$ cat config.mk
export PLATFORM = sky130hd
export DESIGN_NAME = ej32_mem_arb_flat
export DESIGN_NICKNAME = d
export VERILOG_FILES = /design/src/rtl/ej32_mem_arb_if.sv /design/src/rtl/ej32_mem_arb.sv /design/src/flat_wrapper.sv
export SDC_FILE = /design/constraint.sdc
export NUM_CORES = 1
export LEC_CHECK = 0
export CAP_MARGIN = 30
export CORE_MARGIN = 3
export CORE_UTILIZATION = 42
export DETAILED_ROUTE_END_ITERATION = 10
export GPL_ROUTABILITY_DRIVEN = 0
export HOLD_SLACK_MARGIN = 0.15
export PLACE_DENSITY_LB_ADDON = 0.25
export SKIP_LAST_GASP = 1
export SYNTH_ARGS = -nofsm -noshare
export SYNTH_HDL_FRONTEND = slang
export SYNTH_SLANG_ARGS = --single-unit
$ cat constraint.sdc
create_clock -name clk -period 3.7 [get_ports clk]
set_input_delay 0.74 -clock clk [delete_from_list [all_inputs] [get_ports clk]]
set_output_delay 0.74 -clock clk [all_outputs]
set_load 0.01 [all_outputs]
$ cat src/rtl/ej32_mem_arb_if.sv
`default_nettype none
// +----------------------------------------------------------------------+
// | ej32_mem_arb_if : requester, SRAM and read-return bundle for the     |
// |                   eJ32 8-bit SRAM arbiter.                           |
// | Rev 1.0                                                              |
// +----------------------------------------------------------------------+
interface ej32_mem_arb_if #(
    parameter int ASZ = 17
);
    logic           rom_req;
    logic [ASZ-1:0] rom_a;
    logic [7:0]     rom_d;
    logic           rom_gnt;
    logic           ls_req;
    logic           ls_we;
    logic [1:0]     ls_len;
    logic [ASZ-1:0] ls_a;
    logic [7:0]     ls_d;
    logic           ls_gnt;
    logic           if_req;
    logic [ASZ-1:0] if_a;
    logic           if_gnt;
    logic [ASZ-1:0] mem_a;
    logic           mem_we;
    logic [7:0]     mem_d;
    logic [7:0]     mem_q;
    logic           rd_vld;
    logic [1:0]     rd_src;
    logic [7:0]     rd_d;
    logic           busy;

    modport slave (
        input  rom_req, rom_a, rom_d, ls_req, ls_we, ls_len, ls_a, ls_d,
               if_req, if_a, mem_q,
        output rom_gnt, ls_gnt, if_gnt, mem_a, mem_we, mem_d,
               rd_vld, rd_src, rd_d, busy
    );

    modport master (
        output rom_req, rom_a, rom_d, ls_req, ls_we, ls_len, ls_a, ls_d,
               if_req, if_a, mem_q,
        input  rom_gnt, ls_gnt, if_gnt, mem_a, mem_we, mem_d,
               rd_vld, rd_src, rd_d, busy
    );
endinterface
`default_nettype wire

$ cat src/rtl/ej32_mem_arb.sv
`default_nettype none
// +----------------------------------------------------------------------+
// | ej32_mem_arb : single-port SRAM arbiter and load/store burst         |
// |                sequencer with fetch starvation guard.                |
// | Rev 1.0                                                              |
// +----------------------------------------------------------------------+
module ej32_mem_arb #(
    parameter int ASZ    = 17,
    parameter int STARVE = 4
) (
    input  wire logic         clk,
    input  wire logic         rst,
    ej32_mem_arb_if.slave     bus
);

    localparam int             c_WW       = $clog2(STARVE + 1);
    localparam logic [c_WW-1:0] c_STARVE  = c_WW'(STARVE);
    localparam logic [c_WW-1:0] c_WONE    = c_WW'(1);
    localparam logic [ASZ-1:0]  c_AONE    = ASZ'(1);
    localparam logic [1:0]      c_SRC_NONE = 2'd0;
    localparam logic [1:0]      c_SRC_LS   = 2'd1;
    localparam logic [1:0]      c_SRC_IF   = 2'd2;

    typedef enum logic [0:0] {
        S_IDLE  = 1'b0,
        S_BURST = 1'b1
    } state_t;

    state_t          r_state;
    logic [1:0]      r_cnt;
    logic [ASZ-1:0]  r_a;
    logic            r_we;
    logic [c_WW-1:0] r_if_wait;
    logic            r_rd_vld;
    logic [1:0]      r_rd_src;

    state_t          w_state_nxt;
    logic [1:0]      w_cnt_nxt;
    logic [ASZ-1:0]  w_a_nxt;
    logic            w_we_nxt;
    logic            w_rom_gnt;
    logic            w_ls_gnt;
    logic            w_if_gnt;
    logic [ASZ-1:0]  w_mem_a;
    logic            w_mem_we;
    logic [7:0]      w_mem_d;
    logic            w_if_prio;

    // A starved fetch outranks load/store but never the ROM loader.
    assign w_if_prio = bus.if_req && (r_if_wait == c_STARVE);

    always_comb begin
        w_state_nxt = r_state;
        w_cnt_nxt   = r_cnt;
        w_a_nxt     = r_a;
        w_we_nxt    = r_we;
        w_rom_gnt   = 1'b0;
        w_ls_gnt    = 1'b0;
        w_if_gnt    = 1'b0;
        w_mem_a     = '0;
        w_mem_we    = 1'b0;
        w_mem_d     = 8'h00;
        if (!rst) begin
            case (r_state)
                S_IDLE: begin
                    if (bus.rom_req) begin
                        w_rom_gnt = 1'b1;
                        w_mem_a   = bus.rom_a;
                        w_mem_we  = 1'b1;
                        w_mem_d   = bus.rom_d;
                    end else if (w_if_prio) begin
                        w_if_gnt = 1'b1;
                        w_mem_a  = bus.if_a;
                    end else if (bus.ls_req) begin
                        w_ls_gnt = 1'b1;
                        w_mem_a  = bus.ls_a;
                        w_mem_we = bus.ls_we;
                        w_mem_d  = bus.ls_d;
                        if (bus.ls_len != 2'd0) begin
                            w_state_nxt = S_BURST;
                            w_cnt_nxt   = bus.ls_len;
                            w_a_nxt     = bus.ls_a + c_AONE;
                            w_we_nxt    = bus.ls_we;
                        end
                    end else if (bus.if_req) begin
                        w_if_gnt = 1'b1;
                        w_mem_a  = bus.if_a;
                    end
                end
                S_BURST: begin
                    w_ls_gnt  = 1'b1;
                    w_mem_a   = r_a;
                    w_mem_we  = r_we;
                    w_mem_d   = bus.ls_d;
                    w_a_nxt   = r_a + c_AONE;
                    w_cnt_nxt = r_cnt - 2'd1;
                    if (r_cnt == 2'd1) begin
                        w_state_nxt = S_IDLE;
                    end
                end
                default: w_state_nxt = S_IDLE;
            endcase
        end
    end

    always_ff @(posedge clk or posedge rst) begin
        if (rst) begin
            r_state <= S_IDLE;
            r_cnt   <= 2'd0;
            r_a     <= '0;
            r_we    <= 1'b0;
        end else begin
            r_state <= w_state_nxt;
            r_cnt   <= w_cnt_nxt;
            r_a     <= w_a_nxt;
            r_we    <= w_we_nxt;
        end
    end

    always_ff @(posedge clk or posedge rst) begin
        if (rst) begin
            r_if_wait <= '0;
        end else if (bus.if_req && !w_if_gnt) begin
            if (r_if_wait != c_STARVE) begin
                r_if_wait <= r_if_wait + c_WONE;
            end
        end else begin
            r_if_wait <= '0;
        end
    end

    // SRAM read data arrives one cycle after the address; tag it here.
    always_ff @(posedge clk or posedge rst) begin
        if (rst) begin
            r_rd_vld <= 1'b0;
            r_rd_src <= c_SRC_NONE;
        end else if (w_if_gnt) begin
            r_rd_vld <= 1'b1;
            r_rd_src <= c_SRC_IF;
        end else if (w_ls_gnt && !w_mem_we) begin
            r_rd_vld <= 1'b1;
            r_rd_src <= c_SRC_LS;
        end else begin
            r_rd_vld <= 1'b0;
            r_rd_src <= c_SRC_NONE;
        end
    end

    assign bus.rom_gnt = w_rom_gnt;
    assign bus.ls_gnt  = w_ls_gnt;
    assign bus.if_gnt  = w_if_gnt;
    assign bus.mem_a   = w_mem_a;
    assign bus.mem_we  = w_mem_we;
    assign bus.mem_d   = w_mem_d;
    assign bus.rd_vld  = r_rd_vld;
    assign bus.rd_src  = r_rd_src;
    assign bus.rd_d    = bus.mem_q;
    assign bus.busy    = (r_state == S_BURST) && !rst;

endmodule
`default_nettype wire

$ cat src/flat_wrapper.sv
// flat-port wrapper written by rule: the top's interface ports become plain ports
module ej32_mem_arb_flat 
#(
    parameter int ASZ    = 17,
    parameter int STARVE = 4
)
  (clk, rst, bus_rom_req, bus_rom_a, bus_rom_d, bus_ls_req, bus_ls_we, bus_ls_len, bus_ls_a, bus_ls_d, bus_if_req, bus_if_a, bus_mem_q, bus_rom_gnt, bus_ls_gnt, bus_if_gnt, bus_mem_a, bus_mem_we, bus_mem_d, bus_rd_vld, bus_rd_src, bus_rd_d, bus_busy);
  ej32_mem_arb_if #(.ASZ(ASZ)) bus_i ();
  input  wire logic clk;
  input  wire logic rst;
  input wire logic [$bits(bus_i.rom_req)-1:0] bus_rom_req;
  input wire logic [$bits(bus_i.rom_a)-1:0] bus_rom_a;
  input wire logic [$bits(bus_i.rom_d)-1:0] bus_rom_d;
  input wire logic [$bits(bus_i.ls_req)-1:0] bus_ls_req;
  input wire logic [$bits(bus_i.ls_we)-1:0] bus_ls_we;
  input wire logic [$bits(bus_i.ls_len)-1:0] bus_ls_len;
  input wire logic [$bits(bus_i.ls_a)-1:0] bus_ls_a;
  input wire logic [$bits(bus_i.ls_d)-1:0] bus_ls_d;
  input wire logic [$bits(bus_i.if_req)-1:0] bus_if_req;
  input wire logic [$bits(bus_i.if_a)-1:0] bus_if_a;
  input wire logic [$bits(bus_i.mem_q)-1:0] bus_mem_q;
  output wire logic [$bits(bus_i.rom_gnt)-1:0] bus_rom_gnt;
  output wire logic [$bits(bus_i.ls_gnt)-1:0] bus_ls_gnt;
  output wire logic [$bits(bus_i.if_gnt)-1:0] bus_if_gnt;
  output wire logic [$bits(bus_i.mem_a)-1:0] bus_mem_a;
  output wire logic [$bits(bus_i.mem_we)-1:0] bus_mem_we;
  output wire logic [$bits(bus_i.mem_d)-1:0] bus_mem_d;
  output wire logic [$bits(bus_i.rd_vld)-1:0] bus_rd_vld;
  output wire logic [$bits(bus_i.rd_src)-1:0] bus_rd_src;
  output wire logic [$bits(bus_i.rd_d)-1:0] bus_rd_d;
  output wire logic [$bits(bus_i.busy)-1:0] bus_busy;
  assign bus_i.rom_req = bus_rom_req;
  assign bus_i.rom_a = bus_rom_a;
  assign bus_i.rom_d = bus_rom_d;
  assign bus_i.ls_req = bus_ls_req;
  assign bus_i.ls_we = bus_ls_we;
  assign bus_i.ls_len = bus_ls_len;
  assign bus_i.ls_a = bus_ls_a;
  assign bus_i.ls_d = bus_ls_d;
  assign bus_i.if_req = bus_if_req;
  assign bus_i.if_a = bus_if_a;
  assign bus_i.mem_q = bus_mem_q;
  assign bus_rom_gnt = bus_i.rom_gnt;
  assign bus_ls_gnt = bus_i.ls_gnt;
  assign bus_if_gnt = bus_i.if_gnt;
  assign bus_mem_a = bus_i.mem_a;
  assign bus_mem_we = bus_i.mem_we;
  assign bus_mem_d = bus_i.mem_d;
  assign bus_rd_vld = bus_i.rd_vld;
  assign bus_rd_src = bus_i.rd_src;
  assign bus_rd_d = bus_i.rd_d;
  assign bus_busy = bus_i.busy;
  ej32_mem_arb #(.ASZ(ASZ), .STARVE(STARVE)) u_core (.clk(clk), .rst(rst), .bus(bus_i));
endmodule
==> impl_metrics.toml <==
[yosys]
synth_common_cells = "nand2_1 (32), dfrtp_1 (27), nor3_1 (21)"
yosys_warnings = 0
synth_seq_cells = 27
synth.net_count = 425
synth.area.top_cells = "dfrtp_1 (25%), a221oi_1 (5.2%), nand2_1 (4.5%)"
ys.flop_type = "dfrtp_1"
async_flop_share_pct = 100.0
synth_edf_count = 0
synth_top_area_share_pct = 25.14
synth.distinct_cells = 63
yosysTopAreaCell = "dfrtp_1"
synth.most_common_cell = "nand2_1"
synth.avg_cell_area_um2 = 7.951
syn_area_um2 = 2688
syn_inst = 338
yosysSeqAreaShare_pct = 25.14

[global_route]
grt_use_total_pct = 25.03
grt_max_degree = 55
overflow = 0
antenna_found_initial = 0
grt_pass1_wl_mm = 14.98
grt_pass1_vias = 3231

[placed_design]
hpwl_mm = 7.127
dp_cells = 506
dp_slack_ns = 0.2789
io_buffer_count = 107

[die]
die-area_um2 = 7395
die_h_um = 86.00
core.rowCount = 28
pin_count = 124
initial_core_util_pct = 44.34
core-area_um2 = 6061
die_x_um = 86.00

[setup_path]
reg2reg_slack_ns = 0.91
r2r-end = "u_core.r_a[14]"
critical_path.endpoint = "bus_mem_d[5]"
r2r_start = "u_core.r_state"
setup.worst_path.start = "bus_if_req"
critPathLaunchType = "primary input"
critPathRequiredTime_ns = 2.96
crit_fanout = 9
cp.arrival_ns = 2.70
end_kind = "primary output"
r2r_cells = 9
crit_type = "in2out"

[final_layout]
antennaDiodeCount = 0
multi_input_area_um2 = 1778
nFillCells = 540
seq_area_um2 = 675.6
syn2layout_area_growth_pct = 43.76
nets = 523
instances_no_fill = 510
post_route_cells_drive_above_1_share_pct = 9.655

[clock_network]
clock-sinks = 27
cts-htree-levels = 1
hold_buffers = 0
clkSlewWorstSetupHoldPaths_ns = 0.10
cts_buffers = 3
postCtsSetupBuffers = 0
cts-root-buf = "clkbuf_8"
tritoncts = "done"
worstSkewPairLatency_ns = 0.28
cts.repair.resized = 0
clk_path_buf_depth = 2

[power]
powerDensity_nw_per_um2 = 489.3
ir_drop_uv = 356.1
p_leak_nw = 1.491

[sta]
max_slew_margin_pct = 52.99
fin_skew_ns = 0.002113
setup_viol = 0
tns_ns = 0
tightestPinTransition_ns = 0.7004
finalHoldViolCount = 0
rsz0062_at_grt = "false"
fmax_mhz = 290.8
fin_ws_ns = 0.2616
min_period_over_period_pct = 92.93
min_period_ns = 3.438
final_max_slew_viol_count = 0

[drt]
vias = 3221
firstDrtPassIters = 5
routedWlPerCell_um = 18.49
avgViaCountPerCell = 6.316
drtAntennaViolNets = 0
drtIter0Drc = 241
drc = 0
drt-total-wl_mm = 9.432

[worst_hold_path]
hold_path.class = "reg2reg"

[status]
status = "finished clean"

[flow_run]
maxCapViolations = 0
## area by class of cell
class / count / share of cell area, %
Multi-Input combinational cell: 266 / 46.02
Timing Repair Buffer: 129 / 31.99
Sequential cell: 27 / 17.49
Tap cell: 75 / 2.429
Clock buffer: 3 / 1.069
Inverter: 9 / 0.8744
Clock inverter: 1 / 0.1295
## worst max-delay path, stage by stage
cell             delay (ns)
clkdlybuf4s50_1        0.44
and3_1                 0.17
nor2b_1                0.26
a21oi_1                0.12
nor2_1                 0.11
buf_4                  0.17
a22o_1                 0.15
clkdlybuf4s50_1        0.54
## how the worst min path moves through the flow
| stage | start | to | cells after the start |
|---|---|---|---|
| 2_1_floorplan | u_core.r_cnt[1] | u_core.r_cnt[1] | 2 |
| 3_3_place_gp | u_core.r_cnt[1] | u_core.r_cnt[1] | 2 |
| 3_5_place_dp | u_core.r_cnt[1] | u_core.r_cnt[1] | 2 |
| 4_1_cts | u_core.r_cnt[1] | u_core.r_cnt[1] | 2 |
| 5_1_grt | u_core.r_we | u_core.r_we | 1 |
| 6_report | u_core.r_we | u_core.r_we | 1 |
## sequential cells by signal (all words and copies together), names as in the netlist
signal             count
u_core.r_a            17
u_core.r_if_wait       3
u_core.bus.rd_src      2
u_core.r_cnt           2
u_core.bus.rd_vld      1
u_core.r_state         1
u_core.r_we            1
## cells by family after synthesis
family / synth area share (%)
muxes: 5.773
and+or+nand+nor: 23.51
xor gates and xnor gates: 1.955
AOI/OAI and AO/OA: 33.05
adders and majority gates: 1.862
DFF: 25.14
buffers and inverters: 8.705
## metal layers
layer	global-route usage, %	routed length [um]	vias to the layer above
li1	-	-	1501
met1	30.37	3795	1544
met2	43.24	4698	160
met3	6.532	796	16
met4	7.482	143	0
met5	0	0	-
## layout by cell type, fill, tap and decap left out, types with 3 or more instances in the layout
| master | synthesis | final |
|---|---|---|
| nand3_1 | 8 | 8 |
| and3_1 | 3 | 3 |
| nand4b_1 | 4 | 4 |
| clkdlybuf4s50_1 | 0 | 107 |
| mux2_2 | 4 | 4 |
| nor2b_1 | 4 | 4 |
| o22ai_1 | 19 | 19 |
| a21oi_1 | 19 | 19 |
| a31oi_1 | 6 | 6 |
| buf_4 | 9 | 22 |
| o21a_1 | 4 | 4 |
| clkbuf_8 | 0 | 3 |
| nand4_1 | 9 | 9 |
| nand3b_1 | 3 | 3 |
| nor4_1 | 4 | 4 |
| dfrtp_1 | 27 | 27 |
| a22oi_1 | 5 | 5 |
| nor3_1 | 21 | 21 |
| o21ai_0 | 13 | 13 |
| a221oi_1 | 16 | 16 |
| mux2i_1 | 11 | 11 |
| nand2_1 | 32 | 32 |
| xnor2_1 | 4 | 4 |
| a22o_1 | 8 | 8 |
| nor2_1 | 16 | 16 |
| nand2b_1 | 6 | 6 |
| inv_1 | 9 | 9 |
| ha_1 | 4 | 4 |
## through the flow
step / hold WS, ns / total power, mW / area [um^2] / util [%]
after floorplan: 0.4498 / 1.274 / 2688 / -
after global placement: 0.4660 / 1.662 / 3817 / 62.99
after detailed placement: 0.5003 / 1.705 / 3817 / 62.99
after CTS: 0.5241 / 1.885 / 3864 / 63.75
after global routing: 0.5358 / 2.038 / 3864 / 63.75
final: 0.5223 / 1.890 / 3864 / 63.75
## where the power goes
group | switching, mW | internal (mW)
clock network | 0.101 | 0.0758
registers | 0.150 | 0.407
logic | 0.584 | 0.572
total | 0.835 | 1.06
No activity file was read; power rests on OpenSTA's default activity.
